--- config.mk ---
export PLATFORM = sky130hd
export DESIGN_NAME = mips_controller
export DESIGN_NICKNAME = d
export VERILOG_FILES = /design/src/rtl/mips_controller.sv
export SDC_FILE = /design/constraint.sdc
export NUM_CORES = 1
export LEC_CHECK = 0
export ABC_AREA = 1
export BUFFER_PORTS_ARGS = -buffer_cell sky130_fd_sc_hd__buf_4
export CAP_MARGIN = 10
export CORE_UTILIZATION = 40
export DETAILED_ROUTE_END_ITERATION = 10
export GPL_ROUTABILITY_DRIVEN = 0
export GPL_TIMING_DRIVEN = 0
export PLACE_DENSITY = 0.78
export SKIP_LAST_GASP = 1
export SLEW_MARGIN = 20
export SYNTH_ARGS = -nofsm -noshare
export SYNTH_HDL_FRONTEND = slang
export SYNTH_SLANG_ARGS = --single-unit
--- constraint.sdc ---
create_clock -name clk_i -period 1.1 [get_ports clk_i]
set_input_delay 0.165 -clock clk_i [delete_from_list [all_inputs] [get_ports clk_i]]
set_output_delay 0.165 -clock clk_i [all_outputs]
set_load 0.02 [all_outputs]
--- src/rtl/mips_controller.sv ---
// Multicycle control FSM for the 8-bit MIPS datapath: 4-byte fetch, decode, per-state control strobes.
// Optional ADDI support when MIPS_CTRL_ADDI_EN is defined; all outputs decode combinationally from state.
module mips_controller (
    input  logic       clk_i,
    input  logic       reset_i,
    input  logic [5:0] op_i,
    input  logic [5:0] funct_i,
    input  logic       zero_i,
    output logic [2:0] alucontrol_o,
    output logic       alusrca_o,
    output logic [1:0] alusrcb_o,
    output logic       iord_o,
    output logic [3:0] irwrite_o,
    output logic       memread_o,
    output logic       memwrite_o,
    output logic       memtoreg_o,
    output logic       regdst_o,
    output logic       regwrite_o,
    output logic [1:0] pcsource_o,
    output logic       pcen_o,
    output logic       illegal_o,
    output logic [3:0] state_o
);

    typedef enum logic [3:0] {
        S_FETCH1  = 4'd0,
        S_FETCH2  = 4'd1,
        S_FETCH3  = 4'd2,
        S_FETCH4  = 4'd3,
        S_DECODE  = 4'd4,
        S_MEMADR  = 4'd5,
        S_LBRD    = 4'd6,
        S_LBWR    = 4'd7,
        S_SBWR    = 4'd8,
        S_RTYPEEX = 4'd9,
        S_RTYPEWR = 4'd10,
        S_BEQEX   = 4'd11,
        S_JEX     = 4'd12,
        S_ADDIEX  = 4'd13,
        S_ADDIWR  = 4'd14
    } state_t;

    localparam logic [5:0] OP_RTYPE = 6'b000000;
    localparam logic [5:0] OP_LB    = 6'b100000;
    localparam logic [5:0] OP_SB    = 6'b101000;
    localparam logic [5:0] OP_BEQ   = 6'b000100;
    localparam logic [5:0] OP_J     = 6'b000010;
    localparam logic [5:0] OP_ADDI  = 6'b001000;

    localparam logic [5:0] FN_ADD = 6'b100000;
    localparam logic [5:0] FN_SUB = 6'b100010;
    localparam logic [5:0] FN_AND = 6'b100100;
    localparam logic [5:0] FN_OR  = 6'b100101;
    localparam logic [5:0] FN_SLT = 6'b101010;

    localparam logic [2:0] ALU_ADD = 3'b010;
    localparam logic [2:0] ALU_SUB = 3'b110;
    localparam logic [2:0] ALU_AND = 3'b000;
    localparam logic [2:0] ALU_OR  = 3'b001;
    localparam logic [2:0] ALU_SLT = 3'b111;

    state_t state_q;
    state_t state_d;
    state_t dec_state;
    logic   op_legal;

    always_ff @(posedge clk_i) begin
        if (!reset_i) begin
            state_q <= S_FETCH1;
        end else begin
            state_q <= state_d;
        end
    end

    always_comb begin
        op_legal = 1'b0;
        case (op_i)
            OP_LB, OP_SB, OP_RTYPE, OP_BEQ, OP_J: op_legal = 1'b1;
`ifdef MIPS_CTRL_ADDI_EN
            OP_ADDI:                              op_legal = 1'b1;
`endif
            default:                              op_legal = 1'b0;
        endcase
    end

    always_comb begin
        state_d = S_FETCH1;
        case (state_q)
            S_FETCH1: state_d = S_FETCH2;
            S_FETCH2: state_d = S_FETCH3;
            S_FETCH3: state_d = S_FETCH4;
            S_FETCH4: state_d = S_DECODE;
            S_DECODE: begin
                case (op_i)
                    OP_LB, OP_SB: state_d = S_MEMADR;
                    OP_RTYPE:     state_d = S_RTYPEEX;
                    OP_BEQ:       state_d = S_BEQEX;
                    OP_J:         state_d = S_JEX;
`ifdef MIPS_CTRL_ADDI_EN
                    OP_ADDI:      state_d = S_ADDIEX;
`endif
                    default:      state_d = S_FETCH1;
                endcase
            end
            S_MEMADR:  state_d = (op_i == OP_LB) ? S_LBRD : S_SBWR;
            S_LBRD:    state_d = S_LBWR;
            S_RTYPEEX: state_d = S_RTYPEWR;
`ifdef MIPS_CTRL_ADDI_EN
            S_ADDIEX:  state_d = S_ADDIWR;
`endif
            default:   state_d = S_FETCH1;
        endcase
    end

    // In reset, outputs decode as FETCH1 but every strobe is held low.
    assign dec_state = reset_i ? state_q : S_FETCH1;

    always_comb begin
        alucontrol_o = 3'b000;
        alusrca_o    = 1'b0;
        alusrcb_o    = 2'b00;
        iord_o       = 1'b0;
        irwrite_o    = 4'b0000;
        memread_o    = 1'b0;
        memwrite_o   = 1'b0;
        memtoreg_o   = 1'b0;
        regdst_o     = 1'b0;
        regwrite_o   = 1'b0;
        pcsource_o   = 2'b00;
        pcen_o       = 1'b0;
        illegal_o    = 1'b0;
        case (dec_state)
            S_FETCH1, S_FETCH2, S_FETCH3, S_FETCH4: begin
                memread_o    = 1'b1;
                iord_o       = 1'b1;
                irwrite_o    = 4'b1000 >> dec_state[1:0];
                alusrca_o    = 1'b1;
                alusrcb_o    = 2'b01;
                alucontrol_o = ALU_ADD;
                pcen_o       = 1'b1;
            end
            S_DECODE: begin
                alusrca_o    = 1'b1;
                alusrcb_o    = 2'b11;
                alucontrol_o = ALU_ADD;
                illegal_o    = !op_legal;
            end
            S_MEMADR: begin
                alusrcb_o    = 2'b10;
                alucontrol_o = ALU_ADD;
            end
            S_LBRD: memread_o = 1'b1;
            S_LBWR: begin
                regwrite_o = 1'b1;
                regdst_o   = 1'b1;
            end
            S_SBWR: memwrite_o = 1'b1;
            S_RTYPEEX: begin
                case (funct_i)
                    FN_SUB:  alucontrol_o = ALU_SUB;
                    FN_AND:  alucontrol_o = ALU_AND;
                    FN_OR:   alucontrol_o = ALU_OR;
                    FN_SLT:  alucontrol_o = ALU_SLT;
                    FN_ADD:  alucontrol_o = ALU_ADD;
                    default: alucontrol_o = ALU_ADD;
                endcase
            end
            S_RTYPEWR: begin
                regwrite_o = 1'b1;
                memtoreg_o = 1'b1;
            end
            S_BEQEX: begin
                alucontrol_o = ALU_SUB;
                pcsource_o   = 2'b01;
                pcen_o       = zero_i;
            end
            S_JEX: begin
                pcsource_o = 2'b10;
                pcen_o     = 1'b1;
            end
`ifdef MIPS_CTRL_ADDI_EN
            S_ADDIEX: begin
                alusrcb_o    = 2'b10;
                alucontrol_o = ALU_ADD;
            end
            S_ADDIWR: begin
                regwrite_o = 1'b1;
                regdst_o   = 1'b1;
                memtoreg_o = 1'b1;
            end
`endif
            default: ;
        endcase
        if (!reset_i) begin
            pcen_o     = 1'b0;
            irwrite_o  = 4'b0000;
            regwrite_o = 1'b0;
            memwrite_o = 1'b0;
            memread_o  = 1'b0;
            illegal_o  = 1'b0;
        end
    end

    assign state_o = state_q;

endmodule

==> results.cfg, run 1 <==
[run_status]
flow.stopped_at = 5_1_grt
status = aborted with a tool error
error_line = [ERROR DPL-0038] Utilization greater than 100%, impossible to legalize

[sta]
worst_endpoint_kind = top-level output
crit_endpoint = pcen_o

[floorplan]
pin_count = 39
initial_core_util = 0.433
die_h_um = 39.5
die_w_um = 39.5
rows = 13

[synth]
ys_types = 22
synth_area_per_cell_sq_um = 5.26
ys_seq_area_frac = 0.142
syn-cell-area_sq_um = 563
synth_nets = 122
ys_ff_latch = 4
syn-instance-count = 107
yosys_warnings = 0

[clock_tree]
htreeDepth = 1
cts.path.max_buffers = 2
numClockSinks = 4
cts_buffers = 3
clockRootBuffer = clkbuf_4

[placement]
hpwl_mm = 1.44
io_buffers = 37

[grt]
grt_start_max_net_pins = 10
-- through the flow --
stage                     setup TNS [ns]  instance area (sq um)  std cells  hold slack (ns)  setup slack (ns)
after floorplan                   -0.588                    691        107            0.452            -0.135
after global placement            -0.573                    987        159            0.490            -0.183
after detailed placement          -0.764                    987        159            0.495            -0.244
after CTS                          -5.42                   1230        177            0.240            -0.343
-- synth_stat cells --
master | instances | area, sq um
nor2_1 | 22 | 82.6
nand2_1 | 16 | 60.1
nand3_1 | 15 | 75.1
inv_1 | 10 | 37.5
inv_2 | 10 | 37.5
a21oi_1 | 5 | 25.0
dfxtp_1 | 4 | 80.1
nand2_2 | 4 | 25.0
nand4_1 | 3 | 18.8
nor2_2 | 3 | 18.8
clkinv_1 | 2 | 7.51
nor2_4 | 2 | 22.5
nor3_1 | 2 | 10.0
a211oi_1 | 1 | 7.51
a31oi_1 | 1 | 6.26
buf_2 | 1 | 5.00
buf_6 | 1 | 11.3
nand3_2 | 1 | 10.0
nor4_1 | 1 | 6.26
o21ai_0 | 1 | 5.00
o21ai_1 | 1 | 5.00
o22ai_1 | 1 | 6.26
-- repair_timing --
action | 4_1_cts
endpoints found under the setup margin | 22
pin swaps | 9
setup buffers | 15
gates resized for setup | 32
hold buffers | 0
-- kinds of logic after synthesis --
family / count (synthesis) / synth area share
buffers and inverters: 24 / 0.176
and+or+nand+nor: 69 / 0.584
AOI/OAI and AO/OA: 10 / 0.0978
DFF: 4 / 0.142
==> run 2: changes to the inputs <==
--- a/config.mk
+++ b/config.mk
@@ -8,11 +8,12 @@
 export ABC_AREA = 1
 export BUFFER_PORTS_ARGS = -buffer_cell sky130_fd_sc_hd__buf_4
 export CAP_MARGIN = 10
-export CORE_UTILIZATION = 40
+export CORE_AREA = 2 2 63 65
 export DETAILED_ROUTE_END_ITERATION = 10
+export DIE_AREA = 0 0 65 67
 export GPL_ROUTABILITY_DRIVEN = 0
 export GPL_TIMING_DRIVEN = 0
-export PLACE_DENSITY = 0.78
+export PLACE_DENSITY_LB_ADDON = 0.15
 export SKIP_LAST_GASP = 1
 export SLEW_MARGIN = 20
 export SYNTH_ARGS = -nofsm -noshare
==> results.cfg, run 2 <==
[clock_tree]
clkTransAtPathRegs_ns = 0.03
insertion_delay_ns = 0.22
hold_buffers = 0
cts_tree = done
numClockSinks = 4
clockRootBuffer = clkbuf_8
cts.path.max_buffers = 2
cts_buffers = 3
htreeDepth = 1

[placement]
dpl_cell_area_sq_um = 1030
io_buffers = 37
hpwl_mm = 1.68

[pwr]
power.density_nw_per_um2 = 635
max-vdd-ir-drop_uv = 589
p_leak_nw = 0.587

[routing]
ant_nets = 0
avgViaCountPerCell = 4.15
drc = 0
wl_per_cell_um = 10.3
drt_wl_total_mm = 2.18
dr.pass1.iters = 4
first_iter_violations = 9
num_vias = 876

[grt]
grt_start_max_net_pins = 10
grt_pass1_vias = 869
grt_util_all_layers = 0.110
antenna_found_initial = 0
overflow = 0
grt_pass1_wl_mm = 3.77

[worst_setup_path]
crit_required_ns = 0.94
worstSetupPathType = reg -> out
cp-end-kind = output pin
critPathMostFrequentCell = inv_2
ff2ff_path_depth = 11
arrival_ns = 1.24
slowest_delay_ns = 0.37
cp_slowest_cell = dfxtp_4
path_cells = inv_4 > nand2_4 > inv_2 > nand2_2 > inv_2 > nand4_1 > nor2_4 > buf_6
path_max_fanout = 6
startpoint_type = flip-flop
r2r-end = state_o[1]$_SDFF_PN0_
reg2reg_from = state_o[3]$_SDFF_PN0_
critPathLaunch = state_o[3]$_SDFF_PN0_
rrSetupSlack_ns = -0.11

[synth]
synth_top_area_frac = 0.147
synth_area_per_cell_sq_um = 5.26
synth_edf_count = 0
synth-async-reset-ratio = 0
yosys_warnings = 0
syn-instance-count = 107
ys_seq_area_frac = 0.142
ys_types = 22
synth_common_cells = nor2_1 (22), nand2_1 (16), nand3_1 (15), inv_1 (10), inv_2 (10)
synth.area.top_cells = nor2_1 (15%), dfxtp_1 (14%), nand3_1 (13%)
ys_ff_latch = 4
yosysTopAreaCell = nor2_1
dominantRegCellSynth = dfxtp_1
synth_most_common_cell = nor2_1
synth_nets = 122
syn-cell-area_sq_um = 563

[sta]
finalMaxSlewViolations = 0
layout_setup_ws_ns = -0.307
fin_skew_ns = 0.00118
min_period_ns = 1.41
fin_setup_tns_ns = -4.92
worstMarginPinSlew_ns = 0.250
fmax_mhz = 710
hold_viol = 0
rsz0062_at_grt = true
relSlewSlack = 0.833
hold_ws_ns = 0.291
setup_violations = 22
finalCritPeriodShare = 1.28

[cells_and_area]
drive_above_1_share = 0.650
areaGrowthSynthToFinish_pct = 133
largest_reg_flops = 4
diodes = 0
fin_area_sq_um = 1310
final_common_cell = buf_4
nets = 179
final_cell_mix = buf_4 (37), buf_6 (16), nor2_1 (14)
num-fill-cells = 405

[floorplan]
die_w_um = 65
die_area_sq_um = 4360
rows = 22
coreArea_sq_um = 3610
die_h_um = 67
initial_core_util = 0.156
pin_count = 39

[run_status]
violations = setup timing
status = finished with violations

[flow_run]
cap_violations = 0

[hold_path]
hold_path.class = in -> reg
whs_path_depth = 3
whs_endpoint = state_o[1]$_SDFF_PN0_
min_from = reset_i
-- run 2: cell counts after synthesis --
No cell type changed its count.
-- run 2: where the power goes --
part	total, mW	internal (mW)	switching, mW
logic	0.329	0.152	0.177
registers	0.180	0.152	0.0281
clock network	0.324	0.248	0.0767
-- run 2: how the worst max path moves through the flow --
stage / cells past startpoint / slack, ns / to
finish: 8 / -0.31 / illegal_o
global route: 8 / -0.39 / illegal_o
CTS: 4 / -0.31 / irwrite_o[2]
detailed placement: 7 / -0.21 / illegal_o
global placement: 7 / -0.22 / illegal_o
floorplan: 5 / -0.13 / pcen_o
-- run 2: what timing repair did --
| action | in CTS | in global routing |
|---|---|---|
| pin swaps | 11 | 5 |
| endpoints found under the setup margin | 22 | 25 |
| resized for setup | 25 | 11 |
| setup buffers | 14 | 2 |
-- run 2: layout make-up --
type                    instances  area [sq um]  share of cell area
clock buffers                   4          45.0              0.0343
well taps                      48          60.1              0.0458
multi-input cells              79           556               0.423
repair buffers                 53           458               0.349
plain buffers                   1          5.00             0.00381
flip-flops and latches          4          95.1              0.0724
inverters                      22          93.8              0.0715
-- run 2: worst max-delay path: cells and delay by family, from the launching register on --
kind / cells / cell delay, ns
flip-flops: 1 / 0.37
AND/OR/NAND/NOR: 4 / 0.33
buffers and inverters: 4 / 0.32
-- run 2: per-stage QoR --
stage | instances | util | total power [mW] | worst slack (ns)
6_report | 211 | 0.364 | 0.833 | -0.307
5_1_grt | 211 | 0.364 | 0.899 | -0.390
4_1_cts | 209 | 0.347 | 0.835 | -0.311
3_5_place_dp | 192 | 0.285 | 0.458 | -0.208
3_3_place_gp | 192 | 0.285 | 0.458 | -0.216
2_1_floorplan | 107 | - | 0.351 | -0.135
-- run 2: logic make-up after synthesis --
family / share of synthesized area
AO/OA/AOI/OAI: 0.0978
buffers and inverters: 0.176
flip-flops: 0.142
AND/OR/NAND/NOR: 0.584
-- run 2: routing by layer --
metal  routed length (um)  up-vias  track usage  part of all wire
li1                     -      454            -                 -
met1                  907      393        0.132              0.42
met2                 1150       27        0.201              0.53
met3                  117        2       0.0118             0.054
met4                   11        0       0.0399            0.0050
met5                    0        -            0                 0
Note: power is estimated with default switching activity, not from simulation.
